`config.mk`:
```
export PLATFORM = sky130hd
export DESIGN_NAME = lcd_hd44780_tx_flat
export DESIGN_NICKNAME = d
export VERILOG_FILES = /design/src/rtl/lcd_hd44780_tx_pkg.sv /design/src/rtl/lcd_hd44780_tx_if.sv /design/src/rtl/lcd_hd44780_tx_timer.sv /design/src/rtl/lcd_hd44780_tx.sv /design/src/flat_wrapper.sv
export SDC_FILE = /design/constraint.sdc
export NUM_CORES = 1
export LEC_CHECK = 0
export CAP_MARGIN = 20
export CORE_MARGIN = 10
export CORE_UTILIZATION = 30
export DETAILED_ROUTE_END_ITERATION = 10
export PLACE_DENSITY = 0.58
export SLEW_MARGIN = 15
export SYNTH_ARGS = -nofsm -noshare
export SYNTH_HDL_FRONTEND = slang
export SYNTH_SLANG_ARGS = --single-unit
```
`constraint.sdc`:
```
create_clock -name CLOCK_50 -period 5.68 [get_ports CLOCK_50]
set_input_delay 0.852 -clock CLOCK_50 [delete_from_list [all_inputs] [get_ports CLOCK_50]]
set_output_delay 0.852 -clock CLOCK_50 [all_outputs]
set_load 0.02 [all_outputs]
```
`src/rtl/lcd_hd44780_tx_pkg.sv`:
```
// Shared types and constants for the HD44780 LCD transmitter: FSM states,
// command bytes, the power-on init ROM and timer load helpers.
package lcd_pkg;

  typedef enum logic [2:0] {
    ST_PWR_WAIT,
    ST_INIT,
    ST_IDLE,
    ST_SETUP,
    ST_EN_HI,
    ST_HOLD,
    ST_EXEC_WAIT
  } lcd_state_t;

  localparam logic [7:0] LCD_CMD_FUNC_8B2L = 8'h38;
  localparam logic [7:0] LCD_CMD_DISP_ON   = 8'h0C;
  localparam logic [7:0] LCD_CMD_CLEAR     = 8'h01;
  localparam logic [7:0] LCD_CMD_ENTRY_INC = 8'h06;

  localparam int INIT_LEN = 6;
  localparam logic [7:0] INIT_ROM [INIT_LEN] = '{
    LCD_CMD_FUNC_8B2L, LCD_CMD_FUNC_8B2L, LCD_CMD_FUNC_8B2L,
    LCD_CMD_DISP_ON, LCD_CMD_CLEAR, LCD_CMD_ENTRY_INC
  };

  // A state lasting n cycles loads n-1; zero-length states still last one cycle.
  function automatic logic [19:0] cyc_load(input int unsigned n);
    if (n <= 1) return 20'd0;
    return 20'(n - 1);
  endfunction

  // Clear (0x01) and return-home (0x02/0x03) need the long execution time.
  function automatic logic is_long_cmd(input logic rs, input logic [7:0] data);
    return !rs && (data[7:2] == 6'd0) && (data != 8'd0);
  endfunction

endpackage

```
`src/rtl/lcd_hd44780_tx_if.sv`:
```
// CPU-side byte channel into the LCD transmitter, plus the init status flag.
interface lcd_hd44780_tx_if;
  // A byte transfers on a clock edge where tx_valid and tx_ready are both 1;
  // tx_rs/tx_data are sampled on that edge. tx_valid without tx_ready is dropped,
  // the sender is not required to hold it, and nothing is buffered.
  logic       tx_valid;
  logic       tx_rs;
  logic [7:0] tx_data;
  logic       tx_ready;
  logic       init_done;

  modport master (output tx_valid, tx_rs, tx_data, input tx_ready, init_done);
  modport slave  (input tx_valid, tx_rs, tx_data, output tx_ready, init_done);
endinterface

```
`src/rtl/lcd_hd44780_tx_timer.sv`:
```
// Loadable 20-bit down-counter that paces every LCD FSM state.
module lcd_timer (
  input  logic        clk,
  input  logic        load,
  input  logic [19:0] load_val,
  input  logic        tick,
  output logic        done
);

  logic [19:0] count;

  always_ff @(posedge clk) begin
    if (load) begin
      count <= load_val;
    end else if (tick && (count != 20'd0)) begin
      count <= count - 20'd1;
    end
  end

  assign done = (count == 20'd0);

endmodule

```
`src/rtl/lcd_hd44780_tx.sv`:
```
// Write-only HD44780 transmitter: bus timing FSM with optional power-on init
// sequence, enabled by defining LCD_INIT_SEQ_EN.
module lcd_hd44780_tx
  import lcd_pkg::*;
#(
  parameter int unsigned SETUP_CYC     = 4,
  parameter int unsigned EN_CYC        = 25,
  parameter int unsigned HOLD_CYC      = 2,
  parameter int unsigned CMD_WAIT_CYC  = 2000,
  parameter int unsigned LONG_WAIT_CYC = 82000,
  parameter int unsigned PWR_WAIT_CYC  = 750000,
  parameter logic        BLON_VAL      = 1'b1
) (
  input  logic          CLOCK_50,
  input  logic          reset,
  lcd_hd44780_tx_if.slave bus,
  output logic [7:0]    LCD_DATA,
  output logic          LCD_RW,
  output logic          LCD_RS,
  output logic          LCD_EN,
  output logic          LCD_ON,
  output logic          LCD_BLON,
  output lcd_state_t    dbg_state
);

`ifdef LCD_INIT_SEQ_EN
  localparam lcd_state_t RESET_STATE = ST_PWR_WAIT;
  logic [2:0] init_idx;
  logic       init_pending;
  assign init_pending = (init_idx != 3'(INIT_LEN));
`else
  localparam lcd_state_t RESET_STATE = ST_IDLE;
`endif

  lcd_state_t  state, state_next;
  logic        tx_ready_r, init_done_r, en_r, rs_r;
  logic [7:0]  data_r;
  logic        accept, tmr_load, tmr_done;
  logic [19:0] tmr_load_val;

  function automatic int unsigned state_cycles(input lcd_state_t s, input logic long_wait);
    case (s)
      ST_PWR_WAIT:  return PWR_WAIT_CYC;
      ST_INIT:      return 1;
      ST_SETUP:     return SETUP_CYC;
      ST_EN_HI:     return EN_CYC;
      ST_HOLD:      return HOLD_CYC;
      ST_EXEC_WAIT: return long_wait ? LONG_WAIT_CYC : CMD_WAIT_CYC;
      default:      return 0;
    endcase
  endfunction

  assign accept = bus.tx_valid && tx_ready_r;

  // Reload on every state change; during reset preload the first state's count.
  assign tmr_load     = reset || (state_next != state);
  assign tmr_load_val = reset ? cyc_load(state_cycles(RESET_STATE, 1'b0))
                              : cyc_load(state_cycles(state_next, is_long_cmd(rs_r, data_r)));

  lcd_timer u_timer (
    .clk      (CLOCK_50),
    .load     (tmr_load),
    .load_val (tmr_load_val),
    .tick     (1'b1),
    .done     (tmr_done)
  );

  always_comb begin
    state_next = state;
    case (state)
`ifdef LCD_INIT_SEQ_EN
      ST_PWR_WAIT:  if (tmr_done) state_next = ST_INIT;
      ST_INIT:      if (tmr_done) state_next = ST_SETUP;
`endif
      ST_IDLE:      if (accept)   state_next = ST_SETUP;
      ST_SETUP:     if (tmr_done) state_next = ST_EN_HI;
      ST_EN_HI:     if (tmr_done) state_next = ST_HOLD;
      ST_HOLD:      if (tmr_done) state_next = ST_EXEC_WAIT;
      ST_EXEC_WAIT: begin
        if (tmr_done) begin
`ifdef LCD_INIT_SEQ_EN
          state_next = init_pending ? ST_INIT : ST_IDLE;
`else
          state_next = ST_IDLE;
`endif
        end
      end
      default:      state_next = ST_IDLE;
    endcase
  end

  // Outputs are registered from state_next so they line up with the state register.
  always_ff @(posedge CLOCK_50) begin
    if (reset) begin
      state       <= RESET_STATE;
      tx_ready_r  <= 1'b0;
      init_done_r <= 1'b0;
      en_r        <= 1'b0;
      rs_r        <= 1'b0;
      data_r      <= 8'd0;
`ifdef LCD_INIT_SEQ_EN
      init_idx    <= 3'd0;
`endif
    end else begin
      state       <= state_next;
      tx_ready_r  <= (state_next == ST_IDLE);
      init_done_r <= init_done_r || (state_next == ST_IDLE);
      en_r        <= (state_next == ST_EN_HI);
      if (accept) begin
        rs_r   <= bus.tx_rs;
        data_r <= bus.tx_data;
      end
`ifdef LCD_INIT_SEQ_EN
      if ((state == ST_INIT) && tmr_done) begin
        rs_r     <= 1'b0;
        data_r   <= INIT_ROM[init_idx];
        init_idx <= init_idx + 3'd1;
      end
`endif
    end
  end

  assign bus.tx_ready  = tx_ready_r;
  assign bus.init_done = init_done_r;
  assign LCD_DATA      = data_r;
  assign LCD_RS        = rs_r;
  assign LCD_EN        = en_r;
  assign LCD_RW        = 1'b0;
  assign LCD_ON        = 1'b1;
  assign LCD_BLON      = BLON_VAL;
  assign dbg_state     = state;

endmodule

```
`src/flat_wrapper.sv`:
```
// flat-port wrapper written by rule: the top's interface ports become plain ports
module lcd_hd44780_tx_flat import lcd_pkg::*;
#(
  parameter int unsigned SETUP_CYC     = 4,
  parameter int unsigned EN_CYC        = 25,
  parameter int unsigned HOLD_CYC      = 2,
  parameter int unsigned CMD_WAIT_CYC  = 2000,
  parameter int unsigned LONG_WAIT_CYC = 82000,
  parameter int unsigned PWR_WAIT_CYC  = 750000,
  parameter logic        BLON_VAL      = 1'b1
)
  (CLOCK_50, reset, LCD_DATA, LCD_RW, LCD_RS, LCD_EN, LCD_ON, LCD_BLON, dbg_state, bus_tx_valid, bus_tx_rs, bus_tx_data, bus_tx_ready, bus_init_done);
  lcd_hd44780_tx_if bus_i ();
  input  logic CLOCK_50;
  input  logic reset;
  output logic [7:0] LCD_DATA;
  output logic LCD_RW;
  output logic LCD_RS;
  output logic LCD_EN;
  output logic LCD_ON;
  output logic LCD_BLON;
  output lcd_state_t dbg_state;
  input wire logic [$bits(bus_i.tx_valid)-1:0] bus_tx_valid;
  input wire logic [$bits(bus_i.tx_rs)-1:0] bus_tx_rs;
  input wire logic [$bits(bus_i.tx_data)-1:0] bus_tx_data;
  output wire logic [$bits(bus_i.tx_ready)-1:0] bus_tx_ready;
  output wire logic [$bits(bus_i.init_done)-1:0] bus_init_done;
  assign bus_i.tx_valid = bus_tx_valid;
  assign bus_i.tx_rs = bus_tx_rs;
  assign bus_i.tx_data = bus_tx_data;
  assign bus_tx_ready = bus_i.tx_ready;
  assign bus_init_done = bus_i.init_done;
  lcd_hd44780_tx #(.SETUP_CYC(SETUP_CYC), .EN_CYC(EN_CYC), .HOLD_CYC(HOLD_CYC), .CMD_WAIT_CYC(CMD_WAIT_CYC), .LONG_WAIT_CYC(LONG_WAIT_CYC), .PWR_WAIT_CYC(PWR_WAIT_CYC), .BLON_VAL(BLON_VAL)) u_core (.CLOCK_50(CLOCK_50), .reset(reset), .bus(bus_i), .LCD_DATA(LCD_DATA), .LCD_RW(LCD_RW), .LCD_RS(LCD_RS), .LCD_EN(LCD_EN), .LCD_ON(LCD_ON), .LCD_BLON(LCD_BLON), .dbg_state(dbg_state));
endmodule
```
# ---- Word-level counts from Yosys, hierarchy flattened
# Index checks and enable logic that the tools add are counted.
dict set report op_classes {
  n_reduce_logical 12
  n_addsub 2
  n_eq_ne 12
  n_lt_le_gt_ge 1
  mux 14
}
# cell n
set ops {}
lappend ops {{$pmux W20 S6} 1}
lappend ops {{$mux W20} 5}
lappend ops {{$sub A20 B1 Y20 const B} 2}
lappend ops {{$le A20 B1 Y1 const B} 1}
lappend ops {{$logic_not A20 Y1} 1}
lappend ops {{$reduce_bool A20 Y1} 1}
lappend ops {{$eq A3 B3 Y1 const B} 6}
lappend ops {{$mux W17} 1}
lappend ops {{$mux W3} 5}
lappend ops {{$pmux W3 S5} 1}
lappend ops {{$eq A3 B2 Y1 const B} 4}
lappend ops {{$reduce_bool A8 Y1} 1}
lappend ops {{$logic_not A6 Y1} 1}
lappend ops {{$eq A3 B1 Y1 const B} 1}
lappend ops {{$logic_and A1 B1 Y1} 3}
lappend ops {{$logic_not A3 Y1} 1}
lappend ops {{$ne A3 B3 Y1} 1}
lappend ops {{$logic_or A1 B1 Y1} 2}
lappend ops {{$reduce_bool A2 Y1} 1}
lappend ops {{$logic_not A1 Y1} 1}
lappend ops {{$mux W1} 1}
dict set report totals {
  input_bits 12
  wordCells 48
  output_inout_bits 18
  reg_bits 35
}

# ---- Longest topological paths before layout
dict set report depth {
  depth_word 10
  ltp_mapped 12
  ltp_nobuf 11
}

# ---- Cells and area by module
# A second synthesis with hierarchy kept.
dict set report unflattened {
  cells_unflattened 245
  area_unflattened_um2 2110.8
}
# module instances seq_area_each_um2 cells_each area_each_um2
set modules_own_cells {}
lappend modules_own_cells {lcd_timer 1 600.6 132 1280.0}
lappend modules_own_cells {lcd_hd44780_tx 1 300.3 113 830.8}

# ---- Least setup slack after synthesis
# OpenSTA, ideal clock, no wires.
dict set report synth_path {
  path_kind {register to register}
  from {register u_core.u_timer.count[17]}
  to {register u_core.u_timer.count[2], data pin}
  n_path_buf 0
  stages_incl_launch_ff 10
  arrival_ns 2.509
  setup_time_ns 0.153
  synth_period_minus_slack_ns 2.662
  required_time_ns 5.527
  setup_slack_ns 3.018
  path_cell_list {edfxtp_1 -> or4_4 -> or3_1 -> nor2_2 -> nor2_1 -> a21o_1 -> ha_1 -> o2111ai_1 -> nand3_1 -> o22ai_1}
}
dict set report synth_via {
  elab_chain_len 10
  word_cells_on_any_way 21
  classes_between {1 x add/sub; 1 x order compare; 6 x eq/ne; 10 x mux; 3 x reduce/logical}
}
# element line_no
set synth_lines {}
lappend synth_lines {{start: declaration} lcd_hd44780_tx_timer.sv:10} ;# logic [19:0] count;
lappend synth_lines {{start signal: assignment} lcd_hd44780_tx_timer.sv:14} ;# count <= load_val;
lappend synth_lines {{start signal: assignment} lcd_hd44780_tx_timer.sv:16} ;# count <= count - 20'd1;
lappend synth_lines {{$logic_not A20 Y1 (*)} lcd_hd44780_tx_timer.sv:20} ;# assign done = (count == 20'd0);
lappend synth_lines {{$mux W3 (on tied branches)} -}
lappend synth_lines {{$pmux W3 S5 (*)} lcd_hd44780_tx.sv:70} ;# case (state)
lappend synth_lines {{$eq A3 B3 Y1 (tied with other cells)} lcd_hd44780_tx.sv:42} ;# case (s)
lappend synth_lines {{$pmux W20 S6} lcd_hd44780_tx.sv:42}
lappend synth_lines {{$le A20 B1 Y1} lcd_hd44780_tx_pkg.sv:28} ;# if (n <= 1) return 20'd0;
lappend synth_lines {{$mux W1} lcd_hd44780_tx_pkg.sv:28}
lappend synth_lines {{$mux W20} lcd_hd44780_tx_pkg.sv:29} ;# return 20'(n - 1);
lappend synth_lines {{$mux W20} lcd_hd44780_tx.sv:57} ;# assign tmr_load_val = reset ? cyc_load(state_cycles(RESET_STATE, 1'b0))
lappend synth_lines {{$mux W20 (*)} lcd_hd44780_tx_timer.sv:13} ;# if (load) begin
# Mark *: on every way between the ends. The rest lies on a longest branch, timed or not.
# A chain may end at the register's enable or synchronous reset.

# ---- Worst setup path in the final report
dict set report layout_path {
  from {register u_core.u_timer.count[17]}
  to {register u_core.u_timer.count[10], data pin}
}
# Same word-level chain as after synthesis.

==> results.sh <==
export IMPL_cp_arrival_ps=3030
export IMPL_critPathKind="flip-flop to flip-flop"
export IMPL_slowest_stage="or4_4"
export IMPL_synth_cell_area_sq_um=1949
export IMPL_outcome="finished, final reports clean"
export IMPL_min_delay_path_depth=2
export IMPL_timing_setup_tns_ps=0
export IMPL_yosysWarningCount=0
export IMPL_instance_count_of_the_mapped_netlist=215
export IMPL_synth_edf_count=20
export IMPL_p_comb_share_pct=41.1
export IMPL_layout_commonest_cell="nand2_1"
export IMPL_p_leak_nw=0.8622
export IMPL_max_stage_delay_ps=600
export IMPL_critPathLaunch="u_core.u_timer.count[17]$_DFFE_PP_"
export IMPL_hp_start="u_core.bus.init_done$_SDFF_PP0_"
export IMPL_worst_slew_pin_transition_ps=596.1
export IMPL_final_layout_size_suffix_gt1_share_pct=6.695
export IMPL_fin_worst_skew_ps=6.967
export IMPL_worst_r2r_cell_count=9
export IMPL_synth_async_reset_ratio_pct=0
export IMPL_final_antenna_net_count=0
export IMPL_finalHoldWorstSlack_ps=448.6
export IMPL_slew_limit_fails=0
export IMPL_synth_sequential_area_ratio_pct=46.21
export IMPL_detail_route_vias_per_cell=5.054
export IMPL_first_global_vias=1647
export IMPL_gpl_final_weighted_congestion=0.8434
export IMPL_hold_violations=0
export IMPL_design_core_area_sq_um=6314
export IMPL_critPathMaxFanout=6
export IMPL_clock_fmax_mhz=332.8
export IMPL_power_internal_uw=587.2
export IMPL_clkSlewWorstSetupHoldPaths_ps=70
export IMPL_synth_seq_cells=35
export IMPL_yosys_area_share_xor_xnor_pct=7.189
export IMPL_synth_adder_area_share_pct=1.284
export IMPL_number_of_inserted_diodes=0
export IMPL_whs_endpoint="u_core.bus.init_done$_SDFF_PP0_"
export IMPL_floorplan_initialDensity_pct=30.88
export IMPL_final_setup_viol_count=0
export IMPL_cts_resized=0
export IMPL_crit_chain="or4_4 > or3_1 > nor2_2 > and3_1 > a21o_1 > ha_1 > o2111ai_1 > nand4_1 > o21ai_0"
export IMPL_seq_power_share_pct=40.5
export IMPL_h_tree_levels=2
export IMPL_placement_cell_area_sq_um=2241
export IMPL_synthFlopType="edfxtp_1"
export IMPL_worstHoldPathType="flip-flop to flip-flop"
export IMPL_clock_root_buffer="clkbuf_8"
export IMPL_detailroute_via_count=1597
export IMPL_grt_antenna_before_repair=0
export IMPL_area_delta_synth_final_pct=19.32
export IMPL_synth_simple_area_share_pct=24.39
export IMPL_maxcap_violations=0
export IMPL_cp_end_kind="flip-flop"
export IMPL_cts_tree="built"
export IMPL_row_count=29
export IMPL_cts_sinks=35
export IMPL_power_density_nw_per_um2=408.3
export IMPL_share_clk_of_total_power_pct=18.3
export IMPL_final_min_clock_period_ps=3005
export IMPL_fp_dieArea_sq_um=10120
export IMPL_cts_hold_buf=0
export IMPL_portBuffers=26
export IMPL_rr_endpoint="u_core.u_timer.count[10]$_DFFE_PP_"
export IMPL_grt_setup_unrepaired="no"
export IMPL_clk_insertion_delay_late_ps=290
export IMPL_power_switching_uw=362.4
export IMPL_overflow=0
export IMPL_drcViolationCount=0
export IMPL_syn_area_per_cell_sq_um=9.067
export IMPL_number_of_buffers_created_by_cts=5
export IMPL_timing_critical_path_from_type="flip-flop"
export IMPL_finish_net_count=252
export IMPL_floorplan_die_width_microns=100.6
export IMPL_finish_instance_area_sq_um=2326
export IMPL_grt_start_max_net_pins=21
export IMPL_worst_ir_drop_vdd_mv=0.1236
export IMPL_die_y_microns=100.6
export IMPL_slew_headroom_pct=59.95
export IMPL_synth_mux_area_share_pct=0
export IMPL_worst_r2r_startpoint="u_core.u_timer.count[17]$_DFFE_PP_"
export IMPL_combinational_family_with_the_most_area_after_synthesis="simple AND/OR/NAND/NOR gates"
export IMPL_synth_compound_area_share_pct=15.28
export IMPL_fin_total_pwr_uw=949.6
export IMPL_synth_lib_cells_used_distinct=48
export IMPL_grt_pass1_wl_mm=7.762
export IMPL_cp_required_ps=5710
export IMPL_clockBufferDepth=2
export IMPL_swShare_pct=38.16
export IMPL_ios=30
export IMPL_drtIter0Drc=81
export IMPL_timing_final_crit_share_pct=52.91
export IMPL_fin_util_pct=36.84
export IMPL_place_hpwl_mm=3.294
export IMPL_grtUsageTotal_pct=9.266
export IMPL_post_drt_wl_per_cell_microns=14.35
export IMPL_routed_wirelength_mm=4.534
export IMPL_ff2ff_setup_slack_ps=2670
export IMPL_drtPass1Iterations=4
export IMPL_leading_cell_types_in_the_layout_fill_and_taps_excluded="30 x nand2_1, 26 x clkdlybuf4s50_1, 23 x nor2_1, 20 x edfxtp_1, 16 x a21oi_1"
export IMPL_postCtsSetupRepairBufs=0
==> cell families after synthesis <==
kind of cell / after synthesis
buffers and inverters: 20
xor gates and xnor gates: 16
AOI/OAI and AO/OA: 48
other: 2
adders and majority gates: 2
and+or+nand+nor: 92
DFF: 35
==> layout make-up <==
cell class                 instances  area, sq um
clock inverter                     2        12.51
clock buffer                       6        72.57
inverter                           9        33.78
tap                               77        96.34
fill                             680         3988
sequential                        35        900.9
multi-input combinational        161        949.7
timing repair buffer              26        260.3
==> synth_stat cells, drive strengths merged, types with 2 or more instances <==
master   instances  area share [%]
buf              7             2.8
or2              2            0.64
conb             2            0.39
xnor2           10             4.5
nand4            5             1.6
xor2             6             2.7
inv              9             1.7
dfxtp           15              15
or3              6             2.0
a21boi           2            0.96
nor2            24             4.7
and2             2            0.64
edfxtp          20              31
nor2b            5             1.6
clkbuf           4            0.77
o22ai            6             1.9
a21oi           16             4.1
ha               2             1.3
nand3            3            0.77
nor3             8             2.9
a21o             2            0.77
o2111ai          2            0.90
nand2           30             5.8
nor4             3             1.7
o21ai           11             2.8
==> critical path, delay by kind of cell, from the launching register on <==
kind / cells / cell delay [ps]
DFF: 1 / 430
adders and majority gates: 1 / 190
AOI/OAI and AO/OA: 3 / 420
and+or+nand+nor: 5 / 1710
==> per-stage QoR <==
step / cells / worst slack, ps
after floorplan: 216 / 3018
after detailed placement: 308 / 2535
after CTS: 316 / 2675
after global placement: 308 / 2581
after global routing: 316 / 2447
final: 316 / 2675
==> flip-flops by register name, indices dropped and copies added, names as in the netlist <==
name	flops
u_core.bus.init_done	1
u_core.dbg_state	3
u_core.LCD_RS	1
u_core.bus.tx_ready	1
u_core.u_timer.count	20
u_core.LCD_DATA	8
u_core.LCD_EN	1
==> worst max-delay path by stage <==
stage	endpoint	slack, ps	cells after the start
2_1_floorplan	u_core.u_timer.count[2]$_DFFE_PP_	3020	9
3_3_place_gp	u_core.u_timer.count[15]$_DFFE_PP_	2580	6
3_5_place_dp	u_core.u_timer.count[17]$_DFFE_PP_	2530	6
4_1_cts	u_core.u_timer.count[7]$_DFFE_PP_	2670	9
5_1_grt	u_core.u_timer.count[0]$_DFFE_PP_	2450	9
6_report	u_core.u_timer.count[10]$_DFFE_PP_	2670	9
==> layer usage <==
metal | up-vias | wire, microns | track usage (%)
met2 | 35 | 1910 | 13.56
met3 | 5 | 383 | 4.664
met1 | 753 | 2203 | 11.54
li1 | 804 | - | -
met5 | - | 0 | 0
met4 | 0 | 37 | 2.935
==> power by group through the flow <==
stage	Clock [mW]	Sequential (mW)	Combinational [mW]
global placement	0	0.388	0.389
detailed placement	0	0.390	0.389
CTS	0.183	0.385	0.393
floorplan	0	0.386	0.309
global route	0.197	0.393	0.443
finish	0.174	0.385	0.391
Power figures use the tool's default switching activity.
